`src/rtl/modexp_operand_feeder_pkg.sv`:
```
// ---- modexp_operand_feeder_pkg : shared width, defaults and FSM encoding (rev 1.0) ----
`default_nettype none
package modexp_operand_feeder_pkg;

  localparam int DATA_WIDTH_DEFAULT = 32;
  localparam int NUM_WORDS_DEFAULT  = 128;

  typedef enum logic [2:0] {
    FILL    = 3'd0,
    START   = 3'd1,
    STREAM  = 3'd2,
    GAP     = 3'd3,
    COMPUTE = 3'd4,
    RESULT  = 3'd5
  } feeder_state_e;

  function automatic int ptr_width(input int n);
    return (n > 1) ? $clog2(n) : 1;
  endfunction

endpackage
`default_nettype wire

```
`src/rtl/modexp_operand_feeder_if.sv`:
```
// ---- modexp_operand_feeder_if : host word handshake plus result-release strobe (rev 1.0) ----
`default_nettype none
interface modexp_operand_feeder_if
  import modexp_operand_feeder_pkg::*;
#(
  parameter int DATA_WIDTH = DATA_WIDTH_DEFAULT
) ();

  logic [DATA_WIDTH-1:0] in_data;
  logic                  in_valid;
  logic                  in_ready;
  logic                  host_release;

  modport master (output in_data, output in_valid, output host_release, input in_ready);
  modport slave  (input in_data, input in_valid, input host_release, output in_ready);

endinterface
`default_nettype wire

```
`src/rtl/modexp_word_ram.sv`:
```
// ---- modexp_word_ram : simple dual-port RAM, registered read that clears when idle (rev 1.0) ----
`default_nettype none
module modexp_word_ram #(
  parameter int DATA_WIDTH = 32,
  parameter int DEPTH      = 128,
  parameter int ADDR_W     = 7
) (
  input  wire logic                  clk,
  input  wire logic                  rst,
  input  wire logic                  wr_en,
  input  wire logic [ADDR_W-1:0]     wr_addr,
  input  wire logic [DATA_WIDTH-1:0] wr_data,
  input  wire logic                  rd_en,
  input  wire logic [ADDR_W-1:0]     rd_addr,
  output logic      [DATA_WIDTH-1:0] rd_data
);

  logic [DATA_WIDTH-1:0] mem [DEPTH];

  always_ff @(posedge clk) begin
    if (wr_en) mem[wr_addr] <= wr_data;
  end

  // The read register doubles as the operand output, so it reads zero whenever not streaming.
  always_ff @(posedge clk) begin
    if (rst)        rd_data <= '0;
    else if (rd_en) rd_data <= mem[rd_addr];
    else            rd_data <= '0;
  end

endmodule
`default_nettype wire

```
`src/rtl/modexp_operand_feeder.sv`:
```
// ---- modexp_operand_feeder : buffers a host operand frame and replays it to ModExp (rev 1.0) ----
`default_nettype none
module modexp_operand_feeder
  import modexp_operand_feeder_pkg::*;
#(
  parameter int DATA_WIDTH   = DATA_WIDTH_DEFAULT,
  parameter int NUM_WORDS    = NUM_WORDS_DEFAULT,
  parameter int GAP_CYCLES   = 2,
  parameter int RESULT_DELAY = 100
) (
  input  wire logic                  clk,
  input  wire logic                  reset,
  modexp_operand_feeder_if.slave     host,
  output logic                       startInput,
  output logic      [DATA_WIDTH-1:0] inp,
  output logic                       startCompute,
  output logic                       getResult,
  output logic                       busy
);

  localparam int PTR_W   = ptr_width(NUM_WORDS);
  localparam int CNT_MAX = (NUM_WORDS > GAP_CYCLES)
                         ? ((NUM_WORDS > RESULT_DELAY) ? NUM_WORDS : RESULT_DELAY)
                         : ((GAP_CYCLES > RESULT_DELAY) ? GAP_CYCLES : RESULT_DELAY);
  localparam int CNT_W   = $clog2(CNT_MAX + 1);

  localparam logic [PTR_W-1:0] LAST_PTR   = PTR_W'(NUM_WORDS - 1);
  localparam logic [CNT_W-1:0] LAST_WORD  = CNT_W'(NUM_WORDS - 1);
  localparam logic [CNT_W-1:0] GAP_LAST   = CNT_W'(GAP_CYCLES - 1);
  localparam logic [CNT_W-1:0] DELAY_LAST = CNT_W'(RESULT_DELAY - 1);

  feeder_state_e    state, next_state;
  logic [PTR_W-1:0] wr_ptr, rd_ptr;
  logic [CNT_W-1:0] cnt;
  logic             wr_fire;
  logic             rd_en;
  logic             frame_end;

  assign wr_fire   = (state == FILL) && host.in_valid && host.in_ready;
  // Reads run one cycle ahead of inp: address 0 in START, then k+1 while word k is shown.
  assign rd_en     = (state == START) || ((state == STREAM) && (cnt != LAST_WORD));
  assign frame_end = (state == RESULT) && host.host_release;

  always_comb begin
    next_state = state;
    case (state)
      FILL:    if (wr_fire && (wr_ptr == LAST_PTR)) next_state = START;
      START:   next_state = STREAM;
      STREAM:  if (cnt == LAST_WORD) next_state = (GAP_CYCLES == 0) ? COMPUTE : GAP;
      GAP:     if (cnt == GAP_LAST) next_state = COMPUTE;
      COMPUTE: if (cnt == DELAY_LAST) next_state = RESULT;
      RESULT:  if (host.host_release) next_state = FILL;
      default: next_state = FILL;
    endcase
  end

  always_ff @(posedge clk) begin
    if (reset) begin
      state         <= FILL;
      wr_ptr        <= '0;
      rd_ptr        <= '0;
      cnt           <= '0;
      host.in_ready <= 1'b1;
      startInput    <= 1'b0;
      startCompute  <= 1'b0;
      getResult     <= 1'b0;
      busy          <= 1'b0;
    end else begin
      state <= next_state;

      if (frame_end)                                wr_ptr <= '0;
      else if (wr_fire && (wr_ptr != LAST_PTR))     wr_ptr <= wr_ptr + 1'b1;

      if (frame_end)                                rd_ptr <= '0;
      else if (rd_en && (rd_ptr != LAST_PTR))       rd_ptr <= rd_ptr + 1'b1;

      if (next_state != state)                      cnt <= '0;
      else if ((state == STREAM) || (state == GAP) || (state == COMPUTE))
                                                    cnt <= cnt + 1'b1;

      host.in_ready <= (next_state == FILL);
      startInput    <= (next_state == START);
      startCompute  <= (next_state == COMPUTE) || (next_state == RESULT);
      getResult     <= (next_state == RESULT);
      busy          <= (next_state != FILL);
    end
  end

  modexp_word_ram #(
    .DATA_WIDTH (DATA_WIDTH),
    .DEPTH      (NUM_WORDS),
    .ADDR_W     (PTR_W)
  ) u_ram (
    .clk     (clk),
    .rst     (reset),
    .wr_en   (wr_fire),
    .wr_addr (wr_ptr),
    .wr_data (host.in_data),
    .rd_en   (rd_en),
    .rd_addr (rd_ptr),
    .rd_data (inp)
  );

endmodule
`default_nettype wire

```
`src/flat_wrapper.sv`:
```
// flat-port wrapper written by rule: the top's interface ports become plain ports
module modexp_operand_feeder_flat import modexp_operand_feeder_pkg::*;
#(
  parameter int DATA_WIDTH   = DATA_WIDTH_DEFAULT,
  parameter int NUM_WORDS    = NUM_WORDS_DEFAULT,
  parameter int GAP_CYCLES   = 2,
  parameter int RESULT_DELAY = 100
)
  (clk, reset, startInput, inp, startCompute, getResult, busy, host_in_data, host_in_valid, host_host_release, host_in_ready);
  modexp_operand_feeder_if #(.DATA_WIDTH(DATA_WIDTH)) host_i ();
  input  wire logic clk;
  input  wire logic reset;
  output logic startInput;
  output logic      [DATA_WIDTH-1:0] inp;
  output logic startCompute;
  output logic getResult;
  output logic busy;
  input wire logic [$bits(host_i.in_data)-1:0] host_in_data;
  input wire logic [$bits(host_i.in_valid)-1:0] host_in_valid;
  input wire logic [$bits(host_i.host_release)-1:0] host_host_release;
  output wire logic [$bits(host_i.in_ready)-1:0] host_in_ready;
  assign host_i.in_data = host_in_data;
  assign host_i.in_valid = host_in_valid;
  assign host_i.host_release = host_host_release;
  assign host_in_ready = host_i.in_ready;
  modexp_operand_feeder #(.DATA_WIDTH(DATA_WIDTH), .NUM_WORDS(NUM_WORDS), .GAP_CYCLES(GAP_CYCLES), .RESULT_DELAY(RESULT_DELAY)) u_core (.clk(clk), .reset(reset), .host(host_i), .startInput(startInput), .inp(inp), .startCompute(startCompute), .getResult(getResult), .busy(busy));
endmodule
```
`config.mk`:
```
export PLATFORM = sky130hd
export DESIGN_NAME = modexp_operand_feeder_flat
export DESIGN_NICKNAME = d
export VERILOG_FILES = /design/src/rtl/modexp_operand_feeder_pkg.sv /design/src/rtl/modexp_operand_feeder_if.sv /design/src/rtl/modexp_word_ram.sv /design/src/rtl/modexp_operand_feeder.sv /design/src/flat_wrapper.sv
export SDC_FILE = /design/constraint.sdc
export NUM_CORES = 2
export LEC_CHECK = 0
export CAP_MARGIN = 20
export CORE_MARGIN = 4
export CORE_UTILIZATION = 63
export DETAILED_ROUTE_END_ITERATION = 6
export PLACE_DENSITY = 0.79
export SYNTH_ARGS = -nofsm -noshare
export SYNTH_HDL_FRONTEND = slang
export SYNTH_SLANG_ARGS = --single-unit
```
`constraint.sdc`:
```
create_clock -name clk -period 3.99 [get_ports clk]
set_input_delay 0.399 -clock clk [delete_from_list [all_inputs] [get_ports clk]]
set_output_delay 0.399 -clock clk [all_outputs]
set_load 0.03 [all_outputs]
```
==> metrics.md <==
| Metric | Value |
|---|---|
| Clk root buf | clkbuf_16 |
| Worst VDD drop | 0.000409 V |
| Syn avg cell area | 22.1 um^2 |
| Worst Path Buf+Inv | 4 |
| Io pins | 73 |
| Synthesized flop and latch total | 4158 |
| Initial antenna violation count | 35 |
| RSZ-0062 raised after global routing | false |
| Period minus WS final | 3.95 ns |
| CTS Buffer Depth | 4 |
| Dpl hpwl | 250 mm |
| GRT overflow | 0 |
| Die Wd | 509 um |
| Post-synthesis cell type count | 59 |
| Routability cong. | 0.863 |
| Setup TNS | 0 ns |
| H-tree depth | 5 |
| First-pass GRT wire length | 645 mm |
| Synth cell count leaders | edfxtp_1 (4096), mux4_2 (844), mux2i_1 (433), a22oi_1 (272), nor2_1 (185) |
| # clock sinks | 4158 |
| Final Skew | 0.105 ns |
| Area grow syn2layout | 14.7% |
| DRT Pass-1 Iters | 6 |
| Status | finished clean |
| Sequential share of power | 0.551 |
| Sw Share | 0.200 |
| Max-slew headroom | 0.170 |
| Min Hold Slack | 0.0337 ns |
| Net Sw Power | 17.4 mW |
| Worst-Skew Late Latency | 1.04 ns |
| Layout cells sized above 1 | 0.267 |
| DIE AREA | 259000 um^2 |
| Cell family with most CP delay | multiplexers |
| Area contributors post-synth | edfxtp_1 (78%), mux4_2 (12%), mux2i_1 (2.7%) |
| Via count | 85400 |
| Iteration-0 DRC Markers | 15700 |
| Dpl cell area | 168000 um^2 |
| Crit Path Category | reg -> reg |
| Slew @ Worst Pin | 1.23 ns |
| Place WS | -0.214 ns |
| CTS tree | done |
| Die Y | 509 um |
| Cell Chain, Critical Path | buf_12, buf_12, buf_12, buf_4, mux4_2, mux2i_1, o21ai_0, nor3_2, nor2_1 |
| Yosys top cell by area | edfxtp_1 |
| Sequential area share after synthesis | 0.784 |
| Top cell type's share of synthesized area | 0.777 |
| Filler instances | 12800 |
| Setup ws final | 0.0362 ns |
| Vias/cell | 7.43 |
| Max Fclk | 0.253 GHz |
| Synth Cell Area | 158000 um^2 |
| Asr flop ratio synth | 0 |
| Synthesized Nets | 7219 |
| Total wire length | 462 mm |
| Crit-path max cell delay | 0.65 ns |
| Fin crit share | 0.991 |
| Total Routing Usage GR | 0.358 |
| CP required | 4.82 ns |
| Footprint of the multi-input gates | 32800 um^2 |
| Post-layout util | 0.729 |
| Endpoint class of the critical path | register |
| Pin count of the biggest net entering global routing | 112 |
| PD cells | 480 nW/um^2 |
| Worst setup SP type | register |
| Number of synthesized flops with an enable pin | 4096 |
| Yosys warning count | 0 |
| Clock share of power | 0.434 |
| Flop2flop setup slack | 0.04 ns |
| Num CTS Buffers | 412 |
| Cell row count | 183 |
| Final Hold Fails | 0 |
| Final Max Slew Viols | 0 |
| WP data arrival | 4.79 ns |
| Synth Flop Type | edfxtp_1 |
| Vias in the first global route | 85600 |
| Antenna Nets Post-Route | 0 |
| P_leak | 55.0 nW |
| Top cell by count, worst path | buf_12 |
| Max-cap violations | 0 |
| Initial Util | 0.635 |
| Count leader, synth | edfxtp_1 |
| Hold crit path type | in -> reg |
| Maximum fanout along the worst path | 24 |
| Critical-path top delay cell | dfxtp_4 |
| FF+latch area | 124000 um^2 |
| Final count of negative-setup-slack endpoints | 0 |
| P_int | 69.8 mW |
| Comb pwr share | 0.015 |
| Drt wl/cell | 40.2 um |
| Number of port buffers | 72 |
| Gate Count Post-Synth | 7179 |
| Reg clk slew, reported paths | 0.06 ns |
| Drc violations | 0 |
| Nets | 7866 |
| Final Cell Area | 182000 um^2 |
| Core Footprint | 249000 um^2 |
==> stage by stage <==
stage / power (mW) / cells
after floorplan: 49.1 / 7179
after global placement: 50.1 / 10700
after detailed placement: 50.2 / 10700
after CTS: 87.2 / 11500
after global routing: 89.3 / 11500
final: 87.2 / 11500
==> worst paths after layout <==
kind                            startpoint  depth (start not counted)                             endpoint
max          u_core.rd_ptr[0]$_SDFFE_PP0P_                          9  u_core.u_ram.rd_data[21]$_SDFF_PP0_
min                        host_in_data[4]                          1    u_core.u_ram.mem[13][4]$_DFFE_PP_
max reg2reg  u_core.rd_ptr[0]$_SDFFE_PP0P_                          9  u_core.u_ram.rd_data[21]$_SDFF_PP0_
min reg2reg     u_core.cnt[7]$_SDFFE_PP0P_                          2           u_core.cnt[7]$_SDFFE_PP0P_
==> cells by family after synthesis <==
kind of cell | Yosys count | share of synthesized area
multiplexers | 1282 | 0.148
buffers and inverters | 431 | 0.0155
XOR/XNOR | 16 | 0.000885
adder cells (fa/ha/maj) | 4 | 0.000316
AO/OA/AOI/OAI | 846 | 0.0374
flip-flops | 4158 | 0.784
AND/OR/NAND/NOR | 442 | 0.0133
==> routing by layer <==
layer,track usage,vias to the layer above,share of wire
li1,-,31800,-
met1,0.467,43500,0.31
met2,0.552,8455,0.47
met3,0.114,1560,0.15
met4,0.181,32,0.062
met5,0,-,0.00042
==> layout make-up <==
type	instances	area share
Antenna cell	8	0.000110
Clock buffer	524	0.0605
Clock inverter	212	0.0106
Inverter	10	0.000207
Multi-Input combinational cell	2590	0.181
Sequential cell	4158	0.684
Tap cell	3330	0.0229
Timing Repair Buffer	654	0.0413
==> registers in the layout, summed over array words and instances, names as in the netlist <==
signal                cells
u_core.wr_ptr             7
u_core.rd_ptr             7
u_core.startInput         1
u_core.busy               1
u_core.u_ram.mem       4096
u_core.getResult          1
u_core.u_ram.rd_data     32
u_core.cnt                8
u_core.state              3
u_core.host.in_ready      1
u_core.startCompute       1
==> cells in the final DEF, fill, tap and decap left out, types with 7 or more instances in the layout <==
cell             netlist  routed
dfxtp_1               62      55
clkinv_2               0      80
inv_1                  8       8
o22ai_1               32      32
mux2i_1              433     433
a211oi_1             107     106
and2_1                10       9
clkbuf_16              0     417
clkdlybuf4s50_1        0      40
clkbuf_1             142      92
nor2_4                 0     132
nand4_1               10      10
clkinvlp_4             0      11
nand3_1               13      10
xnor2_1                7       7
clkinv_1               0      73
nand2_1               66      60
nor2b_1               17      12
diode_2                0       8
nand2b_1              65      65
nor3_1                47      41
buf_4                 99     395
a22oi_1              272     272
o21ai_0               63      62
buf_12                 1     187
clkbuf_8               0      15
edfxtp_1            4096    4096
dlygate4sd3_1          0      21
a31oi_1               63      63
bufinv_16              0      33
mux4_2               844     844
o221ai_1              86      86
nor2_1               185      55
a21oi_1              145     145
a22o_1                38      38
xor2_1                 9       9
==> power by group through the flow <==
| stage | clock, mW | combinational, mW | sequential (mW) |
|---|---|---|---|
| after floorplan | 0 | 0.132 | 49.0 |
| after global placement | 0 | 1.14 | 49.0 |
| after detailed placement | 0 | 1.21 | 49.0 |
| after CTS | 37.9 | 1.24 | 48.0 |
| after global routing | 40.0 | 1.35 | 48.0 |
| final | 37.8 | 1.31 | 48.0 |
==> worst reg2reg max path, delay by kind of cell, from the launching register on <==
family | cells | cell delay (ns)
compound gates | 1 | 0.45
buf+inv | 4 | 0.97
mux | 2 | 1.00
simple gates | 2 | 0.73
flops | 1 | 0.65
==> what timing repair did <==
| item | CTS | global route |
|---|---|---|
| hold endpoints to repair | 345 | 153 |
| hold buffers | 15 | 6 |
| resized for setup | 8 | 0 |
| buffers inserted | 1 | 0 |
| setup endpoints to repair | 8 | 0 |
No activity file was read; power rests on OpenSTA's default activity.
